===== src/rtl/bcd_updown_counter_n.sv =====
// N-digit cascaded BCD up/down counter with tick prescaler, parallel load and wrap/saturate limits.
// Count and all flags are registered; Tick, Wrap, AtMax and AtMin are valid together with the new Count.
module bcd_updown_counter_n #(
  parameter int DIGITS   = 3,
  parameter int TICK_DIV = 5000000,
  parameter int SATURATE = 0
) (
  input  logic                  Clock,
  input  logic                  Reset,
  input  logic                  Enable,
  input  logic                  Up,
  input  logic                  Preset,
  input  logic                  Load,
  input  logic [4*DIGITS-1:0]   LoadValue,
  output logic [4*DIGITS-1:0]   Count,
  output logic                  Tick,
  output logic                  Wrap,
  output logic                  AtMax,
  output logic                  AtMin
);

  localparam int W  = 4 * DIGITS;
  localparam int PW = (TICK_DIV > 1) ? $clog2(TICK_DIV) : 1;
  localparam logic [PW-1:0] PMAX  = PW'(TICK_DIV - 1);
  localparam logic [W-1:0]  NINES = {DIGITS{4'h9}};

  logic [PW-1:0] presc_q, presc_d;
  logic [W-1:0]  count_q, count_d;
  logic          tick_q, tick_d;
  logic          wrap_q, wrap_d;
  logic          at_max_q, at_max_d;
  logic          at_min_q, at_min_d;

  logic          step;
  logic [W-1:0]  inc_v, dec_v, load_v;
  logic          all9, all0, carry, borrow;
  logic [3:0]    dig, ld_dig;

  always_comb begin
    step    = Enable && (presc_q == PMAX);
    presc_d = presc_q;
    if (Enable) presc_d = step ? '0 : presc_q + 1'b1;
  end

  // Ripple carry/borrow across decades; a digit moves only while every lower digit is at its limit.
  always_comb begin
    inc_v  = count_q;
    dec_v  = count_q;
    load_v = '0;
    all9   = 1'b1;
    all0   = 1'b1;
    carry  = 1'b1;
    borrow = 1'b1;
    dig    = '0;
    ld_dig = '0;
    for (int i = 0; i < DIGITS; i++) begin
      dig = count_q[4*i +: 4];
      if (dig != 4'd9) all9 = 1'b0;
      if (dig != 4'd0) all0 = 1'b0;
      if (carry) begin
        if (dig == 4'd9) begin
          inc_v[4*i +: 4] = 4'd0;
        end else begin
          inc_v[4*i +: 4] = dig + 4'd1;
          carry = 1'b0;
        end
      end
      if (borrow) begin
        if (dig == 4'd0) begin
          dec_v[4*i +: 4] = 4'd9;
        end else begin
          dec_v[4*i +: 4] = dig - 4'd1;
          borrow = 1'b0;
        end
      end
      ld_dig = LoadValue[4*i +: 4];
      load_v[4*i +: 4] = (ld_dig > 4'd9) ? 4'd9 : ld_dig;
    end
  end

  always_comb begin
    count_d = count_q;
    tick_d  = 1'b0;
    wrap_d  = 1'b0;
    if (Load) begin
      count_d = load_v;
    end else if (Preset) begin
      count_d = NINES;
    end else if (step) begin
      tick_d = 1'b1;
      if (Up) begin
        if (all9) begin
          wrap_d  = 1'b1;
          count_d = (SATURATE != 0) ? count_q : '0;
        end else begin
          count_d = inc_v;
        end
      end else begin
        if (all0) begin
          wrap_d  = 1'b1;
          count_d = (SATURATE != 0) ? count_q : NINES;
        end else begin
          count_d = dec_v;
        end
      end
    end
    at_max_d = (count_d == NINES);
    at_min_d = (count_d == '0);
  end

  always_ff @(posedge Clock or posedge Reset) begin
    if (Reset) begin
      presc_q  <= '0;
      count_q  <= '0;
      tick_q   <= 1'b0;
      wrap_q   <= 1'b0;
      at_max_q <= 1'b0;
      at_min_q <= 1'b1;
    end else begin
      presc_q  <= presc_d;
      count_q  <= count_d;
      tick_q   <= tick_d;
      wrap_q   <= wrap_d;
      at_max_q <= at_max_d;
      at_min_q <= at_min_d;
    end
  end

  assign Count = count_q;
  assign Tick  = tick_q;
  assign Wrap  = wrap_q;
  assign AtMax = at_max_q;
  assign AtMin = at_min_q;

endmodule


===== config.mk =====
export PLATFORM = sky130hd
export DESIGN_NAME = bcd_updown_counter_n
export DESIGN_NICKNAME = d
export VERILOG_FILES = /design/src/rtl/bcd_updown_counter_n.sv
export SDC_FILE = /design/constraint.sdc
export NUM_CORES = 1
export LEC_CHECK = 0
export BUFFER_PORTS_ARGS = -buffer_cell sky130_fd_sc_hd__clkbuf_2
export CAP_MARGIN = 20
export CORE_UTILIZATION = 30
export DETAILED_ROUTE_END_ITERATION = 8
export GPL_ROUTABILITY_DRIVEN = 0
export SYNTH_ARGS = -nofsm -noshare
export SYNTH_HDL_FRONTEND = slang
export SYNTH_SLANG_ARGS = --single-unit

===== constraint.sdc =====
create_clock -name Clock -period 3.49 [get_ports Clock]
set_input_delay 0.698 -clock Clock [delete_from_list [all_inputs] [get_ports Clock]]
set_output_delay 0.698 -clock Clock [all_outputs]
set_load 0.01 [all_outputs]

==> results.cfg, run 1 <==
[timing]
hold_ws_ps = 497
tns_ps = 0
finClkSkew_ps = 7.19
slew-limit-headroom = 0.477
period_share = 0.924
drv_slew = 0
tightest_slew_ps = 781
hold_viol = 0
report.final.setup_viol = 0
fin_crit_ps = 3220
rsz0062_at_grt = false
fmax_ghz = 0.310

[power]
p_leak_nw = 1.30
ir_worst_vdd_mv = 0.306
power.density_nw_per_um2 = 359
power_mw = 1.09

[routing]
postRouteAntennaNets = 0
vias_per_cell = 5.52
drcViolationCount = 0
totalWireLength_mm = 7.09
drt_first_pass_iters = 5
vias = 2452
drtIter0Drc = 139
wl_per_cell_um = 16.0

[critical_path]
worstPathBufferInverterCount = 0
slowest_stage = or4_1
cpPeakStageDelay_ps = 560
end_kind = flip-flop
rr_endpoint = AtMin
r2r_start = presc_q[0]
cp.required_ps = 3690
rrSetupSlack_ps = 270
crit_chain = ha_1, nor4b_2, nand4_1, or4_1, a32o_2, or4b_1, or4_4, nor4_2
r2r_cells = 8
cp-start-kind = flip-flop
critPathKind = flip-flop to flip-flop
critPathArrivalTime_ps = 3420
cpLargestDelayFamily = simple AND/OR/NAND/NOR gates
cp_max_fo = 6

[final_layout]
drive_above_1_share = 0.204
antenna_cells = 0
final_nets = 366
finish.instance_area_um2 = 3050
fin_util = 0.367
areaGrowthSynthToFinish_pct = 16.9

[die]
die_x_um = 95.2
rows = 33
io_pins = 34
die_h_um = 95.2
die-area_um2 = 9060
coreArea_um2 = 8300
start_util = 0.314

[synthesis]
synthCells = 297
synth_flop_cell = dfrtp_1
ys_warn_count = 0
yosysMostFrequentCell = dfrtp_1
synth_nets = 325
synth_area_leaders = dfrtp_1 36%, ha_1 4.8%, xnor2_1 4.0%, nor2_1 3.7%, xor2_1 3.4%
syn_avg_cell_area_um2 = 8.78
synthTopCellsByCount = 38 x dfrtp_1, 26 x nor2_1, 20 x nand2_1
netlist-cell-type-count = 54
synthArstFlopShare = 1.00
yosysTopAreaCell = dfrtp_1
ys_ff_latch = 39
ys_seq_area_frac = 0.375
synth_edf_count = 0
yosysTopAreaCellShare = 0.365
netlist_area_um2 = 2610

[global_route]
grt_pass1_vias = 2442
grt_pass1_wl_mm = 11.8
antenna_found_initial = 0
grtUsageTotal = 0.167
overflow = 0
grt_max_degree = 40

[cts]
clk-insertion-delay-late_ps = 280
cts_max_path_buffers = 2
cts_buffers = 5
clk_pin_slew_ps = 70
cts_tree = yes
htreeDepth = 2
cts_root_buffer = clkbuf_8
cts_sinks = 39

[placement]
postPlaceCellArea_um2 = 2960
port_buffers = 33
dp_hpwl_mm = 5.39

[min_path]
min_path_type = input pin to async pin

[status]
status = finished, final reports clean

[run]
max_cap_violations = 0
==> area by class of cell <==
class	count	area, um^2
clock buffers	7	76.3
clock inverters	1	5.00
fillers	856	5250
inverters	15	56.3
multi-input cells	229	1520
flip-flops and latches	39	977
well taps	105	131
repair buffers	48	278
==> logic make-up after synthesis <==
family / share of synthesized area
buf+inv: 0.0432
mux: 0.0130
xor+xnor: 0.0739
fa+ha+maj: 0.0480
simple gates: 0.272
flops: 0.375
compound gates: 0.175
==> registers in the layout (all words and copies together), names as in the netlist <==
signal   flops
AtMax        1
Tick         1
presc_q     23
Count       12
AtMin        1
Wrap         1
==> per-layer routing <==
layer | vias up | global-route usage | wire length (um)
met5 | - | 0 | 0
met3 | 19 | 0.0295 | 430
met2 | 93 | 0.273 | 3340
met1 | 1163 | 0.213 | 3090
li1 | 1177 | - | -
met4 | 0 | 0.0783 | 235
==> power by group <==
group	total (mW)	leakage, nW	switching (mW)	internal [mW]
Clock	0.285	0.0422	0.145	0.140
Sequential	0.562	0.499	0.0655	0.497
Combinational	0.246	0.763	0.134	0.112
==> cell usage in the layout (no fill, tap or decap), types with 4 or more instances in the layout <==
cell type	Yosys	layout
nor3_1	9	9
buf_4	0	15
dfrtp_1	38	38
o21ai_0	16	16
clkbuf_8	0	5
nand3b_1	5	5
inv_1	15	15
nand2_1	20	20
nand3_1	17	17
a31oi_1	5	5
a32oi_1	6	6
o31ai_1	5	5
a211oi_1	6	6
nand4_1	11	11
ha_1	10	10
xnor2_1	12	12
a21oi_1	9	9
nor2_1	26	26
o211ai_1	4	4
nor2b_1	6	6
xor2_1	10	10
clkbuf_2	0	33
==> worst max-delay path by stage <==
stage / from / end / slack [ps] / depth (start not counted)
floorplan: Enable / AtMin / 190 / 9
global placement: Enable / AtMin / 300 / 8
detailed placement: presc_q[0] / AtMax / 180 / 8
CTS: presc_q[0] / AtMax / 160 / 8
global route: Count[5] / AtMin / 40 / 9
finish: presc_q[0] / AtMin / 270 / 8
==> worst register-to-register path, cell delays in order (launching register included) <==
cell,delay [ps]
dfrtp_1,430
ha_1,230
nor4b_2,250
nand4_1,230
or4_1,560
a32o_2,280
or4b_1,500
or4_4,440
nor4_2,230
==> through the flow <==
stage | worst slack [ps] | cells
6_report | 265 | 444
5_1_grt | 43.7 | 444
2_1_floorplan | 185 | 297
4_1_cts | 159 | 444
3_3_place_gp | 296 | 436
3_5_place_dp | 180 | 436
==> what timing repair did <==
| item | CTS | global route |
|---|---|---|
| hold buffers | 0 | 0 |
| setup buffers | 0 | 0 |
| setup endpoints to repair | 0 | 2 |
| resized for setup | 0 | 1 |
Power figures use the tool's default switching activity.
==> run 2, diff against run 1 <==
==> constraint.sdc (replaced) <==
create_clock -name Clock -period 3.49 [get_ports Clock]
set_input_delay 0.1745 -clock Clock [delete_from_list [all_inputs] [get_ports Clock]]
set_output_delay 0.1745 -clock Clock [all_outputs]
set_load 0.01 [all_outputs]
==> run 2 against run 1 <==
Worst hold slack worse by 340 ps; clock-buffer cell count fell by 1; cell area rose by 0.78%; register-to-register slack worse by 20 ps; non-clock buffer count fell by 4; clock power rose by 55%; critical path type unchanged.
==> results.cfg, run 2 (synthesis gave the netlist of run 1 again) <==
[timing]
rsz0062_at_grt = false
tightest_slew_ps = 829
tns_ps = 0
report.final.setup_viol = 0
slew-limit-headroom = 0.445
drv_slew = 0
fin_crit_ps = 3240
hold_viol = 0
period_share = 0.928
finClkSkew_ps = 11.9
fmax_ghz = 0.309

[final_layout]
final_nets = 362
multi_input_area_um2 = 1520
antenna_cells = 0
layout_common_cells = 38 x dfrtp_1, 33 x clkbuf_2, 26 x nor2_1
drive_above_1_share = 0.194
seq_area_um2 = 977
top_register = presc_q
largest_register_ffs = 23
fin_util = 0.370
fill_cells = 845
areaGrowthSynthToFinish_pct = 17.8
final_common_cell = dfrtp_1

[global_route]
overflow = 0
grt_max_degree = 40
grtUsageTotal = 0.168
antenna_found_initial = 0
grt_pass1_wl_mm = 11.8
grt_pass1_vias = 2460

[cts]
clk_pin_slew_ps = 80
clk-insertion-delay-late_ps = 290
cts_buffers = 5
cts_tree = yes
cts_root_buffer = clkbuf_8
cts_max_path_buffers = 2
cts_sinks = 39
htreeDepth = 2

[run]
max_cap_violations = 0

[status]
status = finished, final reports clean

[critical_path]
cp.required_ps = 3690
end_kind = flip-flop
critPathKind = flip-flop to flip-flop
cp-start-kind = flip-flop
cp_max_fo = 6
critPathArrivalTime_ps = 3440

[die]
start_util = 0.314
coreArea_um2 = 8300
rows = 33
die-area_um2 = 9060
die_h_um = 95.2
die_x_um = 95.2
io_pins = 34

[power]
power.density_nw_per_um2 = 408
p_leak_nw = 1.31
ir_worst_vdd_mv = 0.266

[routing]
vias = 2464
drtIter0Drc = 164
postRouteAntennaNets = 0
wl_per_cell_um = 16.3
drt_first_pass_iters = 5
totalWireLength_mm = 7.19
drcViolationCount = 0
vias_per_cell = 5.60

[placement]
port_buffers = 33
dp_hpwl_mm = 5.47

[min_path]
min_path_type = input pin to flip-flop
-- run 2: through the flow --
stage	total power [mW]	setup WS [ps]	hold slack, ps	cells	cell area (um^2)
2_1_floorplan	0.725	407	304	297	2610
3_3_place_gp	0.803	244	301	431	2920
3_5_place_dp	0.812	147	304	431	2920
4_1_cts	1.26	125	149	440	3060
5_1_grt	1.32	90.7	144	440	3070
6_report	1.25	250	156	440	3070
-- run 2: area by class of cell --
| class | count | area share |
|---|---|---|
| multi-input combinational | 229 | 0.496 |
| tap | 105 | 0.0428 |
| inverter | 15 | 0.0183 |
| timing repair buffer | 44 | 0.0815 |
| sequential | 39 | 0.318 |
| clock buffer | 6 | 0.0236 |
| clock inverter | 2 | 0.0196 |
-- run 2: worst paths after layout --
check                             start          end  slack, ps  depth (start not counted)
setup / recovery             presc_q[0]        AtMin        250                          8
hold reg to reg             presc_q[15]  presc_q[15]        500                          1
min in group asynchronous         Reset     Count[2]        540                          4
max in group asynchronous         Reset        AtMin       2590                          4
hold / removal             LoadValue[9]     Count[9]        160                          3
setup reg to reg             presc_q[0]        AtMin        250                          8
-- run 2: metal layers --
metal	up-vias	routed length (um)	GRT usage
li1	1165	-	-
met2	91	3540	0.287
met1	1193	3070	0.211
met5	-	0	0
met4	0	132	0.0669
met3	15	451	0.0263
-- run 2: report_power, final --
| group | switching, mW | internal [mW] | leakage, nW | total (mW) |
|---|---|---|---|---|
| registers | 0.0699 | 0.496 | 0.499 | 0.566 |
| clock network | 0.157 | 0.286 | 0.0654 | 0.443 |
| logic | 0.133 | 0.110 | 0.744 | 0.243 |
| total | 0.360 | 0.892 | 1.31 | 1.25 |
-- run 2: critical path: stages (launching register included) --
cell and delay (ps):
dfrtp_1 440, ha_1 230, nor4b_2 240, nand4_1 230, or4_1 560, a32o_2 280
or4b_1 490, or4_4 440, nor4_2 220
-- run 2: what timing repair did --
| item | in CTS | in global routing |
|---|---|---|
| hold endpoints to repair | 38 | 0 |
| buffers inserted | 0 | 0 |
| setup endpoints to repair | 0 | 2 |
| resized for setup | 0 | 1 |
| hold buffers | 1 | 0 |
